==> src/rtl/sb_pkg.sv <==
// Shared types for the store buffer between the memory stage and DM.
// Entry layout and the default FIFO depth live here.
package sb_pkg;

  localparam int SB_DEPTH = 4;

  typedef struct packed {
    logic [31:0] pc;
    logic [31:0] addr;
    logic [31:0] data;
    logic        isbyte;
  } sb_entry_t;

endpackage

==> src/rtl/sb_fifo.sv <==
// In-order ring of pending stores with a per-entry word-address compare.
// hit_vec bits are masked so only occupied slots can report a match.
module sb_fifo
  import sb_pkg::*;
#(
  parameter int DEPTH = SB_DEPTH,
  parameter int PTR_W = $clog2(DEPTH)
) (
  input  logic             clk,
  input  logic             reset,
  input  logic             push,
  input  logic             pop,
  input  sb_entry_t        wdata,
  input  logic [29:0]      cmp_word,
  output sb_entry_t        head,
  output logic [PTR_W:0]   count,
  output logic [DEPTH-1:0] hit_vec
);

  sb_entry_t        mem [DEPTH];
  logic [PTR_W-1:0] wr_ptr;
  logic [PTR_W-1:0] rd_ptr;

  always_ff @(posedge clk) begin
    if (reset) begin
      wr_ptr <= '0;
      rd_ptr <= '0;
      count  <= '0;
    end else begin
      if (push) wr_ptr <= wr_ptr + 1'b1;
      if (pop)  rd_ptr <= rd_ptr + 1'b1;
      unique case ({push, pop})
        2'b10:   count <= count + 1'b1;
        2'b01:   count <= count - 1'b1;
        default: count <= count;
      endcase
    end
  end

  always_ff @(posedge clk) begin
    if (push) mem[wr_ptr] <= wdata;
  end

  assign head = mem[rd_ptr];

  // a slot is live when its distance from the head is below count
  for (genvar g = 0; g < DEPTH; g++) begin : g_cmp
    logic [PTR_W-1:0] off;
    assign off = PTR_W'(g) - rd_ptr;
    assign hit_vec[g] = ({1'b0, off} < count) &&
                        (mem[g].addr[31:2] == cmp_word);
  end

endmodule

==> src/rtl/store_buffer.sv <==
// Write buffer in front of DM: queues stores, drains them when no load
// owns the port, and stalls loads that hit a pending store word.
module store_buffer
  import sb_pkg::*;
#(
  parameter int DEPTH = SB_DEPTH,
  parameter int PTR_W = $clog2(DEPTH)
) (
  input  logic           clk,
  input  logic           reset,
  input  logic           st_valid,
  output logic           st_ready,
  input  logic [31:0]    st_pc,
  input  logic [31:0]    st_addr,
  input  logic [31:0]    st_data,
  input  logic           st_byte,
  input  logic           ld_valid,
  input  logic [31:0]    ld_addr,
  output logic           ld_stall,
  output logic [31:0]    dm_pc,
  output logic [31:0]    dm_addr,
  output logic [31:0]    dm_data,
  output logic           dm_memwrite,
  output logic           dm_isbyte,
  output logic [PTR_W:0] count,
  output logic           empty
);

  sb_entry_t        head;
  sb_entry_t        wdata;
  logic [DEPTH-1:0] hit_vec;
  logic             push;
  logic             pop;
  logic             hit;
  logic             ld_own;

  assign wdata = '{pc: st_pc, addr: st_addr,
                   data: st_data, isbyte: st_byte};

  assign st_ready = count != (PTR_W+1)'(DEPTH);
  assign empty    = count == '0;
  assign push     = st_valid && st_ready;
  assign hit      = ld_valid && |hit_vec;
  assign ld_stall = hit;
  assign ld_own   = ld_valid && !hit;
  // a stalled load yields the port so its blocking store can drain
  assign pop      = !ld_own && !empty && !reset;

  sb_fifo #(
    .DEPTH (DEPTH),
    .PTR_W (PTR_W)
  ) u_fifo (
    .clk      (clk),
    .reset    (reset),
    .push     (push),
    .pop      (pop),
    .wdata    (wdata),
    .cmp_word (ld_addr[31:2]),
    .head     (head),
    .count    (count),
    .hit_vec  (hit_vec)
  );

  always_comb begin
    dm_pc       = head.pc;
    dm_data     = head.data;
    dm_addr     = ld_own ? ld_addr : head.addr;
    dm_isbyte   = ld_own ? 1'b0 : head.isbyte;
    dm_memwrite = pop;
  end

endmodule

==> config.mk <==
export PLATFORM = sky130hd
export DESIGN_NAME = store_buffer
export DESIGN_NICKNAME = d
export VERILOG_FILES = /design/src/rtl/sb_pkg.sv /design/src/rtl/sb_fifo.sv /design/src/rtl/store_buffer.sv
export SDC_FILE = /design/constraint.sdc
export NUM_CORES = 1
export LEC_CHECK = 0
export CORE_MARGIN = 3
export CORE_UTILIZATION = 45
export DETAILED_ROUTE_END_ITERATION = 10
export PLACE_DENSITY_LB_ADDON = 0.08
export SYNTH_ARGS = -nofsm -noshare
export SYNTH_HDL_FRONTEND = slang
export SYNTH_SLANG_ARGS = --single-unit
==> constraint.sdc <==
create_clock -name clk -period 9.2 [get_ports clk]
set_input_delay 0.92 -clock clk [delete_from_list [all_inputs] [get_ports clk]]
set_output_delay 0.92 -clock clk [all_outputs]
set_load 0.02 [all_outputs]
==> impl_results.md, run 1 <==
- Peak supply drop: 0.183 mV
- Die ar.: 39300 µm²
- RSZ-0062 raised after global routing: false
- IO Count: 237
- HP Class: flip-flop to flip-flop
- Cell with the most instances after synthesis: edfxtp_1
- Synthesized area: 16600 µm²
- GPL Wtd Cong: 0.756
- Post-CTS Setup Inserts: 0
- Mapped Cells: 816
- Die Wd: 198 µm
- Lkg Pwr: 6.60 nW
- Layout cells sized above 1: 18.4%
- Synth async-reset ratio: 0%
- Crit end category: output port
- GRT overflow: 0
- Nets@finish: 1188
- Yosys top cell area share: 70.1%
- Avg Cell Area, Syn: 20.4 µm²
- Most instantiated cells after synthesis: 388 x edfxtp_1, 110 x xor2_1, 97 x mux4_2
- Critical Path AT: 4.85 ns
- Synth Register Bits: 397
- Remaining DRCs: 0
- Rows: 69
- Vias in the first global route: 8450
- Synth Warn #: 0
- ANT nets after route: 0
- Grt peak-use layer: met2
- Status: complete, no violations
- Period utilisation layout: 62.8%
- Count of cell types in the netlist: 38
- DRT Wirelength: 37000 µm
- GRT met1 Usage: 27.5%
- FMAX: 0.173 GHz
- Clk_lat worst skew: 0.54 ns
- Max cap viols: 0
- Dominant synthesized flop cell: edfxtp_1
- Number of synthesized flops with an enable pin: 388
- CP Max Fanout: 33
- Largest area contributor in the netlist: edfxtp_1
- Startpoint class of the critical path: input pin
- CTS Buf Count: 43
- WS Path Type: input pin to output port
- Syn nets: 959
- GRT Overall Usage: 19.0%
- Clk sinks: 397
- Relative slew margins: 30.2%
- First-pass GRT wire length: 54700 µm
- Pre-CTS WS: 3.40 ns
- Seq/Total Area, Yosys: 71.2%
- Post_cts resized: 0
- Vias per cell: 5.39
- DR vias: 8290
- Clock Tree Root: clkbuf_16
- Met2 usage: 28.8%
- Clock-pin slew on the worst setup and hold paths: 0.05 ns
- CTS tree: done
- Port-buffer cells: 236
- Chip Height: 198 µm
- Max Root-Sink Buffers: 3
- Critical Path RT: 8.28 ns
- PwrDens: 255 nW/µm²
- Clk_skew: 0.00766 ns
- Post-DP HPWL: 23800 µm
- GRT met3 Usage: 5.16%
- Final Hold Fails: 0
- Design Area, Final: 20500 µm²
- 1st-iter DRT viols: 504
- Largest net degree at the start of global routing: 65
- Dpl cell area: 19200 µm²
- H-tree Lvls: 2
- Layout area overhead: 23.1%
- Crit path setup slack, layout: 3.43 ns
- Initial antenna violation count: 3
- Drt first pass iters: 5
- Slew at the pin closest to its max-slew limit: 1.04 ns
- Total negative setup slack: 0 ns
- Fin crit period: 5.77 ns
- Slew Viols, Final: 0
- Initial Util: 46.2%
- Final Setup Violations: 0
- Core Area: 36000 µm²
- Ranking of synthesized cells by area: edfxtp_1 70%, mux4_2 13%, xor2_1 5.8%, mux2_2 1.3%, dfxtp_1 1.1%
- Hold_buf cts: 0
- Post-DR wirelength/cell: 24.1 µm
metrics by stage:
step	util [%]	total power, W	hold slack (ns)	instances
floorplan	-	0.00314	0.469	816
global placement	53.5	0.00378	0.491	1461
detailed placement	53.5	0.00378	0.499	1461
CTS	56.9	0.00531	0.506	1537
global route	56.9	0.00546	0.545	1537
finish	56.9	0.00523	0.507	1539
layout by cell type (no fill, tap or decap), types with 8 or more instances in the layout:
cell / instances
mux2_4: 8
mux2_2: 19
nand3_1: 8
clkbuf_16: 43
clkdlybuf4s50_1: 236
clkbuf_1: 18
nor4_1: 22
mux4_2: 97
xor2_1: 110
edfxtp_1: 388
xnor2_1: 14
ha_1: 9
inv_1: 15
cell type report:
class | count | area [µm²]
diodes | 2 | 5.00
well taps | 461 | 577
clock buffers | 61 | 1140
flip-flops and latches | 397 | 11800
repair buffers | 243 | 2410
multi-input cells | 345 | 4360
fillers | 2760 | 15500
inverters | 15 | 56.3
clock inverters | 15 | 77.6
registers in the layout (all words and copies together) (netlist names), named ones only:
name           cells
u_fifo.rd_ptr      2
u_fifo.wr_ptr      2
u_fifo.mem       388
u_fifo.count       3
cell families after synthesis:
family | Yosys count | share of synthesized area, %
fa+ha+maj | 10 | 0.798
simple gates | 65 | 2.47
mux | 129 | 15.5
buf+inv | 74 | 2.73
compound gates | 17 | 0.828
flops | 397 | 71.2
xor+xnor | 124 | 6.53
critical path: stages:
cell             delay, ns
clkdlybuf4s50_1       0.71
xor2_1                0.36
nor4_1                0.12
nand4_1               0.16
a2111oi_2             0.08
nor4_2                0.59
nand2_2               0.77
mux2_1                0.56
clkdlybuf4s50_1       0.55
metal layers:
metal	up-vias	part of all wire (%)
met5	-	0.030
met4	2	1.8
met3	47	7.1
met2	226	47
met1	4278	44
li1	3737	-
final timing paths:
| check | start | to | slack [ns] | cells past startpoint |
|---|---|---|---|---|
| min | u_fifo.wr_ptr[1] | u_fifo.wr_ptr[1] | 0.51 | 2 |
| min reg2reg | u_fifo.wr_ptr[1] | u_fifo.wr_ptr[1] | 0.51 | 2 |
| max reg2reg | u_fifo.mem[0][58] | u_fifo.count[2] | 5.45 | 12 |
| max | ld_addr[27] | dm_addr[22] | 3.43 | 9 |
power by group:
part	leakage, nW	switching [W]	internal (W)
logic	2.37	0.000726	0.000747
registers	3.64	0.000105	0.00213
clock network	0.599	0.000659	0.000865
Power figures use the tool's default switching activity.
==> run 2: changes to the inputs <==
==> constraint.sdc (replaced) <==
create_clock -name clk -period 5.5 [get_ports clk]
set_input_delay 0.55 -clock clk [delete_from_list [all_inputs] [get_ports clk]]
set_output_delay 0.55 -clock clk [all_outputs]
set_load 0.02 [all_outputs]
==> impl_results.md, run 2 (synthesized netlist as in run 1, its figures left out) <==
- IO Count: 237 (unchanged)
- Chip Height: 198 µm (unchanged)
- Layout area overhead: 24.3%
- Cell Chain, Critical Path: clkdlybuf4s50_1, xor2_1, nor4_1, nand3_1, a2111oi_1, nor4_2, nand2_2, buf_4, mux2_2, clkdlybuf4s50_1
- Clk sinks: 397 (unchanged)
- Critical Path AT: 4.21 ns (-0.64 ns)
- Total negative setup slack: 0 ns (unchanged)
- Slew Viols, Final: 0 (unchanged)
- Period utilisation layout: 86.6%
- CP Max Fanout: 16 (-52%)
- Peak supply drop: 0.353 mV (+93%)
- Core Area: 36000 µm² (unchanged)
- Crit-path slowest cell: nor4_1
- Final Setup Violations: 0 (unchanged)
- Placed Cells: 1474 (+0.89%)
- Initial Util: 46.2% (unchanged)
- Number of flip-flops under the largest register name: 388 (unchanged)
- Post-DP HPWL: 24900 µm (+4.6%)
- Dpl cell area: 19300 µm² (+0.51%)
- Die ar.: 39300 µm² (unchanged)
- Largest net degree at the start of global routing: 51 (-22%)
- Design Area, Final: 20700 µm² (+0.92%)
- FMAX: 0.210 GHz
- Drt first pass iters: 5 (unchanged)
- FF-to-FF setup slack: 1.81 ns (-3.64 ns)
- Commonest non-fill, non-tap cell in the layout: edfxtp_1
- Remaining DRCs: 0 (unchanged)
- First-pass GRT wire length: 55700 µm (+1.9%)
- DRT Wirelength: 37400 µm (+1.1%)
- GRT Overall Usage: 19.2% (+0.20 points)
- Post-DR wirelength/cell: 24.1 µm (+0.34%)
- Lkg Pwr: 6.71 nW (+1.6%)
- Vias per cell: 5.37 (-0.23%)
- Clock Tree Root: clkbuf_16
- Largest register by flop count: u_fifo.mem
- Port-buffer cells: 236 (unchanged)
- Post-CTS Setup Inserts: 0 (unchanged)
- H-tree Lvls: 2 (unchanged)
- Clk_lat worst skew: 0.54 ns (about the same)
- Clk_skew: 0.00848 ns (+0.000822 ns)
- CTS tree: done
- Status: complete, no violations
- DR vias: 8330 (+0.48%)
- CTS Buf Count: 43 (unchanged)
- Max cap viols: 0 (unchanged)
- Multi-input gate area: 4360 µm² (unchanged)
- Critical Path RT: 4.95 ns (-3.33 ns)
- Final Hold Fails: 0 (unchanged)
- Nets@finish: 1201 (+1.1%)
- RSZ-0062 raised after global routing: false
- Startpoint class of the critical path: input pin
- Slew at the pin closest to its max-slew limit: 0.877 ns (-0.166 ns)
- ANT nets after route: 0 (unchanged)
- PwrDens: 431 nW/µm² (+69%)
- 1st-iter DRT viols: 425 (-16%)
- Largest stage delay on the critical path: 0.55 ns (-0.22 ns)
- Clock-pin slew on the worst setup and hold paths: 0.06 ns (about the same)
- Max Root-Sink Buffers: 3 (unchanged)
- Crit end category: output port
- Layout cells sized above 1: 19.5% (+1.1 points)
- Die Wd: 198 µm (unchanged)
- Most frequent CP cell: clkdlybuf4s50_1
- Relative slew margins: 41.5% (+11 points)
- Final Power: 0.00891 W (+71%)
- GRT overflow: 0 (unchanged)
- WS Path Type: input pin to output port
- Initial antenna violation count: 7 (+4)
- Fin crit period: 4.76 ns
- Fill count: 2753 (-0.25%)
- Commonest non-fill, non-tap cells in the layout: 388 x edfxtp_1, 236 x clkdlybuf4s50_1, 110 x xor2_1
- GPL Wtd Cong: 0.748 (-1.0%)
- Rows: 69 (unchanged)
- HP Class: flip-flop to flip-flop
- Flip-flop and latch area: 11800 µm² (unchanged)
- Largest regs: u_fifo.mem (388), u_fifo.count (3)
- Vias in the first global route: 8796 (+4.1%)
- Hold_buf cts: 0 (unchanged)
- Post_cts resized: 0 (unchanged)
- Final std cells w/o fill: 1550 (+0.71%)
## run 2: layer usage
| metal | routed length [µm] | up-vias | track usage (%) |
|---|---|---|---|
| li1 | - | 3765 | - |
| met1 | 15800 | 4272 | 26.1 |
| met2 | 17800 | 225 | 30.2 |
| met3 | 3100 | 60 | 6.72 |
| met4 | 685 | 8 | 4.40 |
| met5 | 46 | - | 0 |
## run 2: worst max-delay path: cells and delay by family
kind | cells | cell delay [ns]
mux | 1 | 0.36
buf+inv | 3 | 1.39
simple gates | 4 | 1.21
xor+xnor | 1 | 0.22
compound gates | 1 | 0.48
## run 2: path summary, 6_finish.rpt
kind                                          to              start  cells past startpoint
worst min register to register  u_fifo.wr_ptr[1]   u_fifo.wr_ptr[1]                      2
worst min-delay path            u_fifo.wr_ptr[1]   u_fifo.wr_ptr[1]                      2
worst max-delay path                 dm_addr[20]        ld_addr[25]                     10
worst max register to register   u_fifo.count[2]  u_fifo.mem[0][58]                     12
## run 2: metrics by stage
| stage | util (%) | worst slack, ns | hold slack, ns |
|---|---|---|---|
| floorplan | - | 1.76 | 0.469 |
| global placement | 53.7 | 0.858 | 0.490 |
| detailed placement | 53.7 | 0.779 | 0.491 |
| CTS | 57.4 | 0.780 | 0.499 |
| global route | 57.4 | 0.624 | 0.546 |
| finish | 57.4 | 0.735 | 0.504 |
## run 2: cell type report
cell class,instances,share of cell area (%)
Inverter,15,0.272
Clock buffer,58,5.69
Clock inverter,15,0.648
Tap cell,461,2.79
Sequential cell,397,57.3
Timing Repair Buffer,256,12.2
Multi-Input combinational cell,345,21.1
Antenna cell,3,0.0363
## run 2: where the power goes
group          switching (W)  leakage, nW  total [W]  internal, W
registers           0.000213         3.64    0.00377      0.00355
clock network        0.00110        0.635    0.00269      0.00159
logic                0.00119         2.43    0.00246      0.00127
total                0.00250         6.71    0.00891      0.00641
